### config.mk
export PLATFORM = sky130hd
export DESIGN_NAME = cache_ctrl_fsm
export DESIGN_NICKNAME = d
export VERILOG_FILES = /design/src/rtl/cache_pkg.sv /design/src/rtl/cache_rr_victim.sv /design/src/rtl/cache_ctrl_fsm.sv
export SDC_FILE = /design/constraint.sdc
export NUM_CORES = 1
export LEC_CHECK = 0
export ABC_AREA = 0
export CAP_MARGIN = 5
export CORE_ASPECT_RATIO = 0.75
export CORE_MARGIN = 2
export CORE_UTILIZATION = 45
export DETAILED_ROUTE_END_ITERATION = 7
export HOLD_SLACK_MARGIN = 0.15
export PLACE_DENSITY = 0.84
export SYNTH_ARGS = -nofsm -noshare
export SYNTH_HDL_FRONTEND = slang
export SYNTH_SLANG_ARGS = --single-unit
### constraint.sdc
create_clock -name clk -period 3.4 [get_ports clk]
set_clock_uncertainty 0.1 [all_clocks]
set_input_delay 0.68 -clock clk [delete_from_list [all_inputs] [get_ports clk]]
set_output_delay 0.68 -clock clk [all_outputs]
set_load 0.01 [all_outputs]
### src/rtl/cache_pkg.sv
// cache_pkg: shared geometry constants, controller state enum and address-split helpers.
//   DEF_*       default cache geometry shared with the tag array
//   state_t     controller FSM states
//   addr_tag / addr_index / addr_offset   split a byte address at default geometry
package cache_pkg;
  localparam int DEF_ADDR_WIDTH    = 32;
  localparam int DEF_LINE_SIZE     = 64;
  localparam int DEF_NUM_SETS      = 64;
  localparam int DEF_ASSOCIATIVITY = 4;
  localparam int DEF_OFFSET_WIDTH  = $clog2(DEF_LINE_SIZE);
  localparam int DEF_INDEX_WIDTH   = $clog2(DEF_NUM_SETS);
  localparam int DEF_TAG_WIDTH     = DEF_ADDR_WIDTH - DEF_INDEX_WIDTH - DEF_OFFSET_WIDTH;
  localparam int DEF_WAY_WIDTH     = $clog2(DEF_ASSOCIATIVITY);
  typedef enum logic [3:0] {
    IDLE, LOOKUP, CHECK, WB_REQ, WB_WAIT, FILL_REQ, FILL_WAIT, TAG_UPD, RESP
  } state_t;
  function automatic logic [DEF_TAG_WIDTH-1:0] addr_tag(input logic [DEF_ADDR_WIDTH-1:0] a);
    return a[DEF_ADDR_WIDTH-1 -: DEF_TAG_WIDTH];
  endfunction
  function automatic logic [DEF_INDEX_WIDTH-1:0] addr_index(input logic [DEF_ADDR_WIDTH-1:0] a);
    return a[DEF_OFFSET_WIDTH +: DEF_INDEX_WIDTH];
  endfunction
  function automatic logic [DEF_OFFSET_WIDTH-1:0] addr_offset(input logic [DEF_ADDR_WIDTH-1:0] a);
    return a[DEF_OFFSET_WIDTH-1:0];
  endfunction
endpackage

### src/rtl/cache_rr_victim.sv
// cache_rr_victim: per-set round-robin victim way pointers.
//   clk, rst_n  clock, asynchronous active-low reset (all pointers to 0)
//   index       set whose pointer is read and advanced
//   advance     step the pointer of index, wrapping at ASSOCIATIVITY
//   way_out     current victim way of index
module cache_rr_victim
  import cache_pkg::*;
#(
  parameter int NUM_SETS      = DEF_NUM_SETS,
  parameter int ASSOCIATIVITY = DEF_ASSOCIATIVITY,
  parameter int INDEX_WIDTH   = $clog2(NUM_SETS),
  parameter int WAY_WIDTH     = $clog2(ASSOCIATIVITY)
) (
  input  logic                   clk,
  input  logic                   rst_n,
  input  logic [INDEX_WIDTH-1:0] index,
  input  logic                   advance,
  output logic [WAY_WIDTH-1:0]   way_out
);
  logic [WAY_WIDTH-1:0] ptr [NUM_SETS];
  assign way_out = ptr[index];
  always_ff @(posedge clk or negedge rst_n)
    if (!rst_n)
      for (int i = 0; i < NUM_SETS; i++) ptr[i] <= '0;
    else if (advance)
      ptr[index] <= (ptr[index] == WAY_WIDTH'(ASSOCIATIVITY - 1)) ? '0 : ptr[index] + 1'b1;
endmodule

### src/rtl/cache_ctrl_fsm.sv
// cache_ctrl_fsm: request-side cache controller sequencing lookup, writeback, refill and tag update.
//   cpu_req_*  / cpu_resp_*   one-at-a-time CPU request and one-cycle completion pulse
//   tag_*                     tag array lookup (result one cycle after tag_rd_en) and write ports
//   mem_req_* / mem_resp_valid  line writeback/refill over valid/ready, completion pulse
//   perf_*                    hit/miss/writeback counters, saturating
// Optional feature macro: CACHE_PERF_CNT_EN (undefined: perf_* tied to 0, no counter flops).
module cache_ctrl_fsm
  import cache_pkg::*;
#(
  parameter int ADDR_WIDTH    = DEF_ADDR_WIDTH,
  parameter int LINE_SIZE     = DEF_LINE_SIZE,
  parameter int NUM_SETS      = DEF_NUM_SETS,
  parameter int ASSOCIATIVITY = DEF_ASSOCIATIVITY,
  parameter int OFFSET_WIDTH  = $clog2(LINE_SIZE),
  parameter int INDEX_WIDTH   = $clog2(NUM_SETS),
  parameter int TAG_WIDTH     = ADDR_WIDTH - INDEX_WIDTH - OFFSET_WIDTH,
  parameter int WAY_WIDTH     = $clog2(ASSOCIATIVITY)
) (
  input  logic                   clk,
  input  logic                   rst_n,
  input  logic                   cpu_req_valid,
  output logic                   cpu_req_ready,
  input  logic [ADDR_WIDTH-1:0]  cpu_req_addr,
  input  logic                   cpu_req_we,
  output logic                   cpu_resp_valid,
  output logic                   cpu_resp_hit,
  output logic [WAY_WIDTH-1:0]   cpu_resp_way,
  output logic                   tag_rd_en,
  output logic                   tag_wr_en,
  output logic [INDEX_WIDTH-1:0] tag_index,
  output logic [TAG_WIDTH-1:0]   tag_tag,
  output logic [WAY_WIDTH-1:0]   tag_way,
  output logic                   tag_wr_dirty,
  input  logic                   tag_hit,
  input  logic [WAY_WIDTH-1:0]   tag_hit_way,
  input  logic                   tag_dirty,
  input  logic [TAG_WIDTH-1:0]   tag_victim_tag,
  output logic                   mem_req_valid,
  input  logic                   mem_req_ready,
  output logic                   mem_req_we,
  output logic [ADDR_WIDTH-1:0]  mem_req_addr,
  input  logic                   mem_resp_valid,
  output logic [31:0]            perf_hit_cnt,
  output logic [31:0]            perf_miss_cnt,
  output logic [31:0]            perf_wb_cnt
);
  state_t state;
  logic req_we;
  logic [WAY_WIDTH-1:0] rr_way;
  logic [INDEX_WIDTH-1:0] in_index, rr_index;
  logic fill_done;
  logic unused_offset;
  assign in_index      = cpu_req_addr[OFFSET_WIDTH +: INDEX_WIDTH];
  assign unused_offset = ^cpu_req_addr[OFFSET_WIDTH-1:0];
  // In IDLE the pointer is read for the incoming request so tag_way is valid in LOOKUP.
  assign rr_index  = state == IDLE ? in_index : tag_index;
  assign fill_done = state == FILL_WAIT && mem_resp_valid;
  cache_rr_victim #(
    .NUM_SETS(NUM_SETS), .ASSOCIATIVITY(ASSOCIATIVITY),
    .INDEX_WIDTH(INDEX_WIDTH), .WAY_WIDTH(WAY_WIDTH)
  ) u_rr (
    .clk(clk), .rst_n(rst_n), .index(rr_index), .advance(fill_done), .way_out(rr_way)
  );
  always_ff @(posedge clk or negedge rst_n)
    if (!rst_n) begin
      state          <= IDLE;
      req_we         <= 1'b0;
      cpu_req_ready  <= 1'b1;
      cpu_resp_valid <= 1'b0;
      cpu_resp_hit   <= 1'b0;
      cpu_resp_way   <= '0;
      tag_rd_en      <= 1'b0;
      tag_wr_en      <= 1'b0;
      tag_index      <= '0;
      tag_tag        <= '0;
      tag_way        <= '0;
      tag_wr_dirty   <= 1'b0;
      mem_req_valid  <= 1'b0;
      mem_req_we     <= 1'b0;
      mem_req_addr   <= '0;
    end else
      case (state)
        IDLE:
          if (cpu_req_valid && cpu_req_ready) begin
            state         <= LOOKUP;
            cpu_req_ready <= 1'b0;
            req_we        <= cpu_req_we;
            tag_rd_en     <= 1'b1;
            tag_index     <= in_index;
            tag_tag       <= cpu_req_addr[ADDR_WIDTH-1 -: TAG_WIDTH];
            tag_way       <= rr_way;
          end
        LOOKUP: begin
          tag_rd_en <= 1'b0;
          state     <= CHECK;
        end
        CHECK: begin
          cpu_resp_hit <= tag_hit;
          cpu_resp_way <= tag_hit ? tag_hit_way : tag_way;
          if (tag_hit && req_we) begin
            state        <= TAG_UPD;
            tag_wr_en    <= 1'b1;
            tag_way      <= tag_hit_way;
            tag_wr_dirty <= 1'b1;
          end else if (tag_hit) begin
            state          <= RESP;
            cpu_resp_valid <= 1'b1;
          end else begin
            state         <= tag_dirty ? WB_REQ : FILL_REQ;
            mem_req_valid <= 1'b1;
            mem_req_we    <= tag_dirty;
            mem_req_addr  <= {(tag_dirty ? tag_victim_tag : tag_tag), tag_index, {OFFSET_WIDTH{1'b0}}};
          end
        end
        WB_REQ, FILL_REQ:
          if (mem_req_ready) begin
            mem_req_valid <= 1'b0;
            state         <= state == WB_REQ ? WB_WAIT : FILL_WAIT;
          end
        WB_WAIT:
          if (mem_resp_valid) begin
            state         <= FILL_REQ;
            mem_req_valid <= 1'b1;
            mem_req_we    <= 1'b0;
            mem_req_addr  <= {tag_tag, tag_index, {OFFSET_WIDTH{1'b0}}};
          end
        FILL_WAIT:
          if (mem_resp_valid) begin
            state        <= TAG_UPD;
            tag_wr_en    <= 1'b1;
            tag_wr_dirty <= req_we;
          end
        TAG_UPD: begin
          tag_wr_en      <= 1'b0;
          state          <= RESP;
          cpu_resp_valid <= 1'b1;
        end
        RESP: begin
          cpu_resp_valid <= 1'b0;
          cpu_req_ready  <= 1'b1;
          state          <= IDLE;
        end
        default: state <= IDLE;
      endcase
`ifdef CACHE_PERF_CNT_EN
  always_ff @(posedge clk or negedge rst_n)
    if (!rst_n) begin
      perf_hit_cnt  <= '0;
      perf_miss_cnt <= '0;
      perf_wb_cnt   <= '0;
    end else begin
      if (state == CHECK && tag_hit && !(&perf_hit_cnt)) perf_hit_cnt <= perf_hit_cnt + 32'd1;
      if (state == CHECK && !tag_hit && !(&perf_miss_cnt)) perf_miss_cnt <= perf_miss_cnt + 32'd1;
      if (state == WB_REQ && mem_req_ready && !(&perf_wb_cnt)) perf_wb_cnt <= perf_wb_cnt + 32'd1;
    end
`else
  assign perf_hit_cnt  = '0;
  assign perf_miss_cnt = '0;
  assign perf_wb_cnt   = '0;
`endif
endmodule

Word-level counts from Yosys, hierarchy flattened
Cells that the tools add are included. Widths: inputs -> output; s select.

Register bits: 203. Latch bits: 0. RAM bits: 0. ROM bits: 0. Bits of input ports: 62. Memories kept: 0.

Add/subtract/negate cells: 1. Multipliers: 0. Div/mod/pow operators: 0. Order comparisons: 2. Eq/ne operators: 17. Shifts and indexed selects: 0. Muxes and demuxes: 46. Bitwise logic cells: 1. Reduce and logical (&&, ||, !) cells: 24.

Operators by type and width (number): $bwmux 128 (1); $mux 32 (3); $pmux 32 s2 (1); $pmux 4 s7 (1); $mux 4 (6); $mux 20 (1); $eq 4x3->1 const B (4); $mux 2 (8); $ne 2x2->1 const B (7); $mux 1 (13); $bmux 2 s6 (1); $demux 2 s6 (1); $reduce_and 3->1 (4); $reduce_bool 2->1 (5); $pmux 1 s3 (3); $reduce_bool 3->1 (3); $eq 4x2->1 const B (2); $pmux 1 s2 (4); $reduce_and 4->1 (2); $ge 7x7->1 const B (1); $lt 7x1->1 const B (1); $not 6->7 (1); $mux 6 (1); $reduce_and 2->1 (3); 11 further kinds (14).

Logic depth before layout (Yosys ltp)
Gate-level depths: netlist (run 1).

Depth after elaboration: 9. Mapped depth: 15. Gate-level depth less buffers: 8.

Hierarchy
From an unflattened synthesis (run 1), not the netlist that was laid out.

Cell total of the unflattened synthesis: 1011. Area total of the unflattened synthesis: 10805.4 µm².

Modules (own cells, without submodules): cache_rr_victim (instances 1, cells each 582, area each 6824.0 µm², seq. area each 3203.1 µm²); cache_ctrl_fsm (instances 1, cells each 429, area each 3981.3 µm², seq. area each 1727.9 µm²).

Worst setup path before layout (run 1)
OpenSTA, ideal clock, no wires.

Kind: in2reg. Start point: input cpu_req_addr[6]. End point: register u_rr.ptr[101] in the netlist's numbering. Setup time: 137 ps. Arrival time: 3249 ps. Data required time: 3163 ps. Path slack: -86 ps. Stages: 11. Path buffers: 4. Path through: clkbuf_1 > clkbuf_1 > buf_1 > mux4_2 > o22ai_1 > nor3_1 > a21oi_1 > o211ai_1 > o31ai_2 > buf_4 > a31oi_4.

Word-level cells in the longest chain between the ends: 8. Elaborated cells between the ends (all ways): 14. Those cells by class: add/sub: 1; order compare: 2; eq/ne: 1; mux: 8; bitwise: 1; reduce/logical: 1.

Ends and longest elaborated chain: start, declared (line cache_ctrl_fsm.sv:23) `input logic [ADDR_WIDTH-1:0] cpu_req_addr,`; $mux 6 (*) (line cache_ctrl_fsm.sv:56) `assign rr_index = state == IDLE ? in_index : tag_index;`; $not 6->7 (*) (line cache_rr_victim.sv:26) `ptr[index] <= (ptr[index] == WAY_WIDTH'(ASSOCIATIVITY - 1)) ? '0 : ptr[index] + 1'b1;`; $bmux 2 s6 (line cache_rr_victim.sv:26); $mux 2 (not written as such) (2 in a row) (line cache_rr_victim.sv:26); $add 2x1->2 or $eq 2x2->1 (tied branches) (line cache_rr_victim.sv:26); $mux 2 (line cache_rr_victim.sv:26); $bwmux 128 (*) (line cache_rr_victim.sv:26); end signal, assigned by index (line cache_rr_victim.sv:26); end, declared (line cache_rr_victim.sv:20) `logic [WAY_WIDTH-1:0] ptr [NUM_SETS];`.

Mark *: on every way between the ends. The rest lies on a longest branch, timed or not. The select of a mux whose other input is x is not followed. A chain may end at the register's enable or synchronous reset.

Worst setup path after layout (run 1)
Start point: register state[1]. End point: register u_rr.ptr[47] in the netlist's numbering.

Word-level cells in the longest chain between the ends: 9. Elaborated cells between the ends (all ways): 17. Those cells by class: add/sub: 1; order compare: 2; eq/ne: 2; mux: 8; bitwise: 1; reduce/logical: 3.

Ends and longest elaborated chain: start, declared (line cache_ctrl_fsm.sv:47) `state_t state;`; start signal, assigned (line cache_ctrl_fsm.sv:109) `state <= tag_dirty ? WB_REQ : FILL_REQ;`; start signal, assigned (line cache_ctrl_fsm.sv:118) `state <= state == WB_REQ ? WB_WAIT : FILL_WAIT;`; $logic_not 4->1 (line cache_ctrl_fsm.sv:56); $mux 6 (line cache_ctrl_fsm.sv:56); $not 6->7 (line cache_rr_victim.sv:26); $bmux 2 s6 (line cache_rr_victim.sv:26); $mux 2 (not written as such) (2 in a row) (line cache_rr_victim.sv:26); $add 2x1->2 or $eq 2x2->1 (tied branches) (line cache_rr_victim.sv:26); $mux 2 (line cache_rr_victim.sv:26); $bwmux 128 (line cache_rr_victim.sv:26).

Parallel ways exist; a longest one is shown, timed or not. The select of a mux whose other input is x is not followed.

==> impl_results.md, run 1 <==
* Core Footprint at 0.0249 mm^2
* Vias per inst at 5.71
* DPL Wire Length at 22.8 mm
* Adder-Cell Fraction of Synth Area at 0%
* Yosys cell types at 58
* Worst-Skew Late Latency at 460 ps
* Initial DRC count at 1209
* Initial antenna violation count at 1
* LEAKAGE at 6.49 nW
* Grt peak-use layer: met2
* Clock-pin slew on the worst setup and hold paths at 70 ps
* Simple-Gate Fraction of Synth Area at 13.9%
* Worst setup EP type: register
* Avg Cell Area, Syn at 10.4 um^2
* Critical-path cell list: buf_6 -> o41a_1 -> buf_6 -> a211oi_1 -> a211oi_2 -> nor4_2 -> or4_4 -> nor4_4 -> buf_4 -> or4_4 -> buf_12 -> buf_16 -> a31oi_2
* Hold Crit Class: input port to asynchronous set/reset pin
* Port Buf Inserts at 119
* Failing checks: negative setup slack
* FP Rows at 50
* # diodes at 0
* Root Driver: clkbuf_16
* Die area at 0.0266 mm^2
* Cell Area, Synth at 0.0114 mm^2
* GRT met2 Usage at 40.1%
* Crit Path Class: register to register
* Post-Synth XOR/XNOR Area at 0%
* Part of the cycle the worst path needs at 110%
* Wire per inst at 20.4 um
* Slew @ Worst Pin at 768 ps
* Global-route met1 utilization at 32.9%
* #FFs+latches synth at 197
* Die Y at 142 um
* Top_reg_cell synth: dfrtp_1
* Max frequency at 266 MHz
* Number of synthesized flops with an enable pin at 0
* Fin util at 59.9%
* Setup Viol. Count Final at 128
* Final ANT Viol Nets at 0
* Status: finished, violations left
* Crit path buf inv count at 5
* Overall power at 15.6 mW
* CTS buffer count at 17
* Endpoints failing hold at 0
* Met3 GRT Util at 7.94%
* Cell count of the worst reg-to-reg path at 13
* Post-synthesis sequential area ratio at 43.3%
* Slowest CP cell: or4_4
* Synthesis Warnings at 0
* Vias in the first global route at 9550
* Largest net degree at the start of global routing at 71
* Power Dens Cells at 1050 mW/mm^2
* Layout cells sized above 1 at 30.4%
* Setup crit start: state[1]
* Number of I/O pins at 228
* NumNets Final at 1429
* Post-synthesis mux area share at 15.5%
* Tmin final at 3760 ps
* Peak supply drop at 0.679 mV
* GRT Total Usage at 25.3%
* DRC at 0
* Clock Path Buffers at 2
* Max Cap Violations at 0
* Syn Inst Count at 1100
* Worst r2r dst: u_rr.ptr[47]
* Clock Sinks at 197
* Hold Buf Count CTS at 0
* Routed WL at 35.0 mm
* RSZ-0062 raised after global routing: true
* Post-synthesis compound-gate area fraction at 17.0%
* CP Data Arrival Time at 4020 ps
* DR pass1 iterations at 7
* CP delay by family, top: simple AND/OR/NAND/NOR gates
* CP Max Fanout at 13
* R2R Path Start: state[1]
* Final worst slack at -357 ps
* Fill count at 1854
* Largest family of logic cells by synthesized area: compound AO/OA/AOI/OAI gates
* Largest stage delay, worst path at 560 ps
* Flop2flop setup slack at -360 ps
* Via count at 9817
* CTS tree: yes
* Worst setup SP type: register
* Grt total ovfl at 0
* Clock H-tree levels at 4
* Relative slew slack at 48.7%
* Starting Density at 45.8%
* Die width at 188 um
* Placer Congestion at 0.956
* Ys async rst share at 100%
* Global-route wire length before repair at 52.4 mm
* Layout area overhead at 30.9%
* Required time of the worst setup path at 3670 ps
* Slew Viols, Final at 0
flip-flops by register name (all words and copies together) (netlist names), 2 cells and up:
name          cells
u_rr.ptr        128
state             4
tag_tag          20
tag_index         6
mem_req_addr     26
cpu_resp_way      2
tag_way           2
layer usage:
layer | vias to the layer above | share of wire, % | wire [um]
met5 | - | 0.037 | 13
met4 | 2 | 3.5 | 1220
met3 | 136 | 11 | 3820
met2 | 658 | 46 | 16200
met1 | 4832 | 39 | 13800
li1 | 4189 | - | -
what timing repair did:
item	CTS	global route
setup buffers	10	3
setup endpoints to repair	128	130
pin swaps	6	1
gates cloned	3	2
hold endpoints to repair	0	0
resized for setup	22	29
worst max path at each step:
stage,endpoint,slack [ps],cells past startpoint
5_1_grt,u_rr.ptr[121],-430,13
2_1_floorplan,u_rr.ptr[101],20,12
3_3_place_gp,u_rr.ptr[37],-510,11
6_report,u_rr.ptr[47],-360,13
4_1_cts,u_rr.ptr[121],-200,12
3_5_place_dp,u_rr.ptr[45],-550,11
per-stage QoR:
stage / setup TNS (ps) / hold slack, ps / cell area (um^2) / setup WS [ps] / std cells
global placement: -62480 / 363 / 13800 / -508 / 1668
detailed placement: -66350 / 368 / 13800 / -546 / 1668
finish: -25380 / 129 / 14900 / -357 / 1718
global route: -36070 / 165 / 14900 / -427 / 1718
floorplan: 0 / 284 / 11800 / 18.0 / 1201
CTS: -19610 / 158 / 14700 / -197 / 1713
kinds of logic (layout without fill, tap and decap cells):
group,count (synthesis),in the layout
multiplexers,149,149
AND/OR/NAND/NOR,362,362
flip-flops,197,197
buffers and inverters,176,355
AO/OA/AOI/OAI,215,215
other,1,102
report_power, final:
part | switching, mW | internal [mW] | total (mW)
logic | 5.50 | 4.57 | 10.1
clock network | 0.975 | 1.07 | 2.04
registers | 0.520 | 3.02 | 3.54
total | 7.00 | 8.65 | 15.6
cells in the mapped netlist, types with 2 or more instances:
cell type / number / area (um^2)
dfrtp_1: 196 / 4900
nor2_1: 147 / 552
nand2_1: 135 / 507
buf_4: 107 / 803
mux2_2: 98 / 1100
o21ai_0: 49 / 245
a21oi_1: 42 / 210
nand2b_1: 42 / 263
a31oi_4: 40 / 851
mux2i_1: 37 / 370
a31oi_1: 28 / 175
clkbuf_1: 27 / 101
a211oi_1: 18 / 135
buf_2: 14 / 70.1
nand3_1: 12 / 60.1
inv_1: 11 / 41.3
mux4_2: 10 / 225
o22ai_1: 10 / 62.6
buf_1: 7 / 26.3
buf_6: 6 / 67.6
nor3_1: 4 / 20.0
nor4_1: 4 / 25.0
a22o_1: 3 / 26.3
a32oi_1: 3 / 26.3
buf_12: 3 / 60.1
nand3b_1: 3 / 22.5
or4_1: 3 / 22.5
a21o_1: 2 / 15.0
a41oi_1: 2 / 17.5
and3_1: 2 / 12.5
mux2i_2: 2 / 27.5
nand4_1: 2 / 12.5
nor2b_1: 2 / 12.5
nor4_4: 2 / 42.5
o2111a_1: 2 / 22.5
o32a_1: 2 / 20.0
or2_2: 2 / 12.5
cells in the final DEF (no fill, tap or decap), types with 4 or more instances in the layout:
| cell type | netlist | routed |
|---|---|---|
| a211oi_1 | 18 | 11 |
| a211oi_2 | 1 | 8 |
| a21oi_1 | 42 | 41 |
| a31oi_1 | 28 | 17 |
| a31oi_2 | 0 | 5 |
| a31oi_4 | 40 | 46 |
| buf_12 | 3 | 16 |
| buf_16 | 0 | 4 |
| buf_4 | 107 | 163 |
| buf_6 | 6 | 6 |
| clkbuf_16 | 0 | 19 |
| clkbuf_8 | 0 | 4 |
| clkdlybuf4s50_1 | 0 | 118 |
| clkinv_4 | 0 | 4 |
| conb_1 | 1 | 102 |
| dfrtp_1 | 196 | 196 |
| inv_1 | 11 | 11 |
| mux2_2 | 98 | 98 |
| mux2i_1 | 37 | 34 |
| mux2i_4 | 1 | 4 |
| mux4_2 | 10 | 10 |
| nand2_1 | 135 | 135 |
| nand2b_1 | 42 | 42 |
| nand3_1 | 12 | 12 |
| nor2_1 | 147 | 146 |
| nor3_1 | 4 | 4 |
| o21ai_0 | 49 | 48 |
| o22ai_1 | 10 | 10 |
area by class of cell:
cell class	instances	area [um^2]	share of cell area [%]
tap	338	423	2.83
clock inverter	11	118	0.788
inverter	11	41.3	0.277
clock buffer	21	460	3.09
multi-input combinational	828	5940	39.8
timing repair buffer	312	3010	20.2
sequential	197	4930	33.0
Note: power is estimated with default switching activity, not from simulation.
==> run 2, diff against run 1 <==
--- a/config.mk
+++ b/config.mk
@@ -8,7 +8,7 @@
 export ABC_AREA = 0
 export CAP_MARGIN = 5
 export CORE_ASPECT_RATIO = 0.75
-export CORE_MARGIN = 2
+export CORE_MARGIN = 4
 export CORE_UTILIZATION = 45
 export DETAILED_ROUTE_END_ITERATION = 7
 export HOLD_SLACK_MARGIN = 0.15
==> run 2 against run 1 <==
Against the previous run:
- the run still ends with negative setup slack left
- clock power up 5%
- design area is 0.77% lower
- critical path depth unchanged
- register-to-register slack about the same
- global-route usage fell by 1.7 points
- count of clock-buffer cells in the layout decreased by 2
- non-clock buffer count down 13
- fmax barely moved
- sequential power barely moved
- power fell by 1.7%
- die area rose by 5.0%
- largest power group unchanged
==> impl_results.md, run 2 (synthesis gave the netlist of run 1 again) <==
* Status: finished, violations left
* Failing checks: negative setup slack
* Port Buf Inserts at 119
* Clock Sinks at 197
* GRT Total Usage at 23.6%
* Clock H-tree levels at 4
* Root Driver: clkbuf_16
* Initial antenna violation count at 0
* Max frequency at 266 MHz
* CTS tree: yes
* Die Y at 146 um
* Commonest non-fill, non-tap cell in the layout: dfrtp_1
* Vias per inst at 5.71
* Part of the cycle the worst path needs at 110%
* Flop2flop setup slack at -360 ps
* CTS buffer count at 17
* Starting Density at 45.7%
* Initial DRC count at 1234
* Routed WL at 35.4 mm
* Tmin final at 3760 ps
* Via count at 9734
* Worst setup SP type: register
* Overall power at 15.4 mW
* FP Rows at 50
* Number of I/O pins at 228
* Vias in the first global route at 9604
* # diodes at 0
* Hold Crit Class: input port to asynchronous set/reset pin
* Cell count after placement at 1659
* Clock Path Buffers at 2
* Crit Path Class: register to register
* Layout area overhead at 29.9%
* DPL Wire Length at 23.4 mm
* Slew @ Worst Pin at 745 ps
* Endpoints failing hold at 0
* Hold Buf Count CTS at 0
* Global-route wire length before repair at 52.4 mm
* Placer Congestion at 0.981
* Max Cap Violations at 0
* Die area at 0.0280 mm^2
* Die width at 192 um
* DP Worst Slack at -611 ps
* Worst-Skew Late Latency at 440 ps
* Hold slack at 154 ps
* Power Dens Cells at 1040 mW/mm^2
* Largest net degree at the start of global routing at 83
* Core Footprint at 0.0250 mm^2
* RSZ-0062 raised after global routing: true
* DR pass1 iterations at 6
* NumNets Final at 1416
* Required time of the worst setup path at 3670 ps
* Wire per inst at 20.8 um
* LEAKAGE at 6.39 nW
* Layout cells sized above 1 at 30.4%
* Slew Viols, Final at 0
* Fill count at 1822
* Setup Viol. Count Final at 118
* CP Max Fanout at 6
* Commonest non-fill, non-tap cells in the layout: 196 x dfrtp_1, 152 x buf_4, 145 x nor2_1
* Clock-pin slew on the worst setup and hold paths at 70 ps
* Peak supply drop at 0.868 mV
* Reg with most FFs: u_rr.ptr
* CP Data Arrival Time at 4020 ps
* Final non-filler cell total at 1704
* Biggest regs: u_rr.ptr: 128 flops, mem_req_addr: 26 flops, tag_tag: 20 flops
* Relative slew slack at 50.3%
* Grt total ovfl at 0
* DRC at 0
* Final ANT Viol Nets at 0
* Number of flip-flops in the largest register at 128
* Final worst slack at -356 ps
* Worst setup EP type: register
* Fin util at 59.3%
run 2: stage by stage:
step | instance area (um^2) | setup TNS [ps]
6_report | 14800 | -28270
4_1_cts | 14400 | -24810
2_1_floorplan | 11800 | 0
5_1_grt | 14800 | -42830
3_5_place_dp | 13700 | -65530
3_3_place_gp | 13700 | -55840
run 2: where the power goes:
group          internal (mW)  total [mW]  leakage [nW]  switching, mW
clock network           1.23        2.15         0.290          0.916
registers               3.02        3.53          2.59          0.511
logic                   4.18        9.71          3.51           5.53
total                   8.43        15.4          6.39           6.96
run 2: critical path: stages, from the launching register on:
cell and delay [ps]:
dfrtp_1 380, or4_4 650, buf_8 190, buf_6 120, mux2i_4 190, buf_6 170, a211oi_4 310, nor4_4 90
a21oi_2 140, o211ai_1 190, or4_4 620, buf_12 180, clkbuf_16 170, a31oi_1 170
run 2: worst paths after layout:
check,to,depth (start not counted),from
worst max-delay path,u_rr.ptr[29],13,state[2]
worst min-delay path,u_rr.ptr[0],1,rst_n
worst max register to register,u_rr.ptr[29],13,state[2]
worst min register to register,mem_req_addr[17],2,mem_req_addr[17]
max in group asynchronous,tag_tag[11],2,rst_n
min in group clk,mem_req_addr[17],2,mem_req_addr[17]
run 2: cell type report:
class,instances,area (um^2),share of cell area [%]
clock buffer,19,433,2.92
clock inverter,12,179,1.21
inverter,11,41.3,0.279
multi-input combinational,828,6000,40.5
sequential,197,4930,33.3
tap,338,423,2.86
timing repair buffer,299,2810,19.0
run 2: timing repair:
action / CTS / global route
setup buffers: 8 / 6
resized for setup: 36 / 49
pin swaps: 10 / 11
setup endpoints to repair: 123 / 130
gates cloned: 0 / 4
run 2: layer usage:
metal / part of all wire, % / global-route usage, %
met1: 39 / 32.6
met2: 46 / 35.8
met3: 11 / 6.57
met4: 4.0 / 8.15
met5: 0 / 0
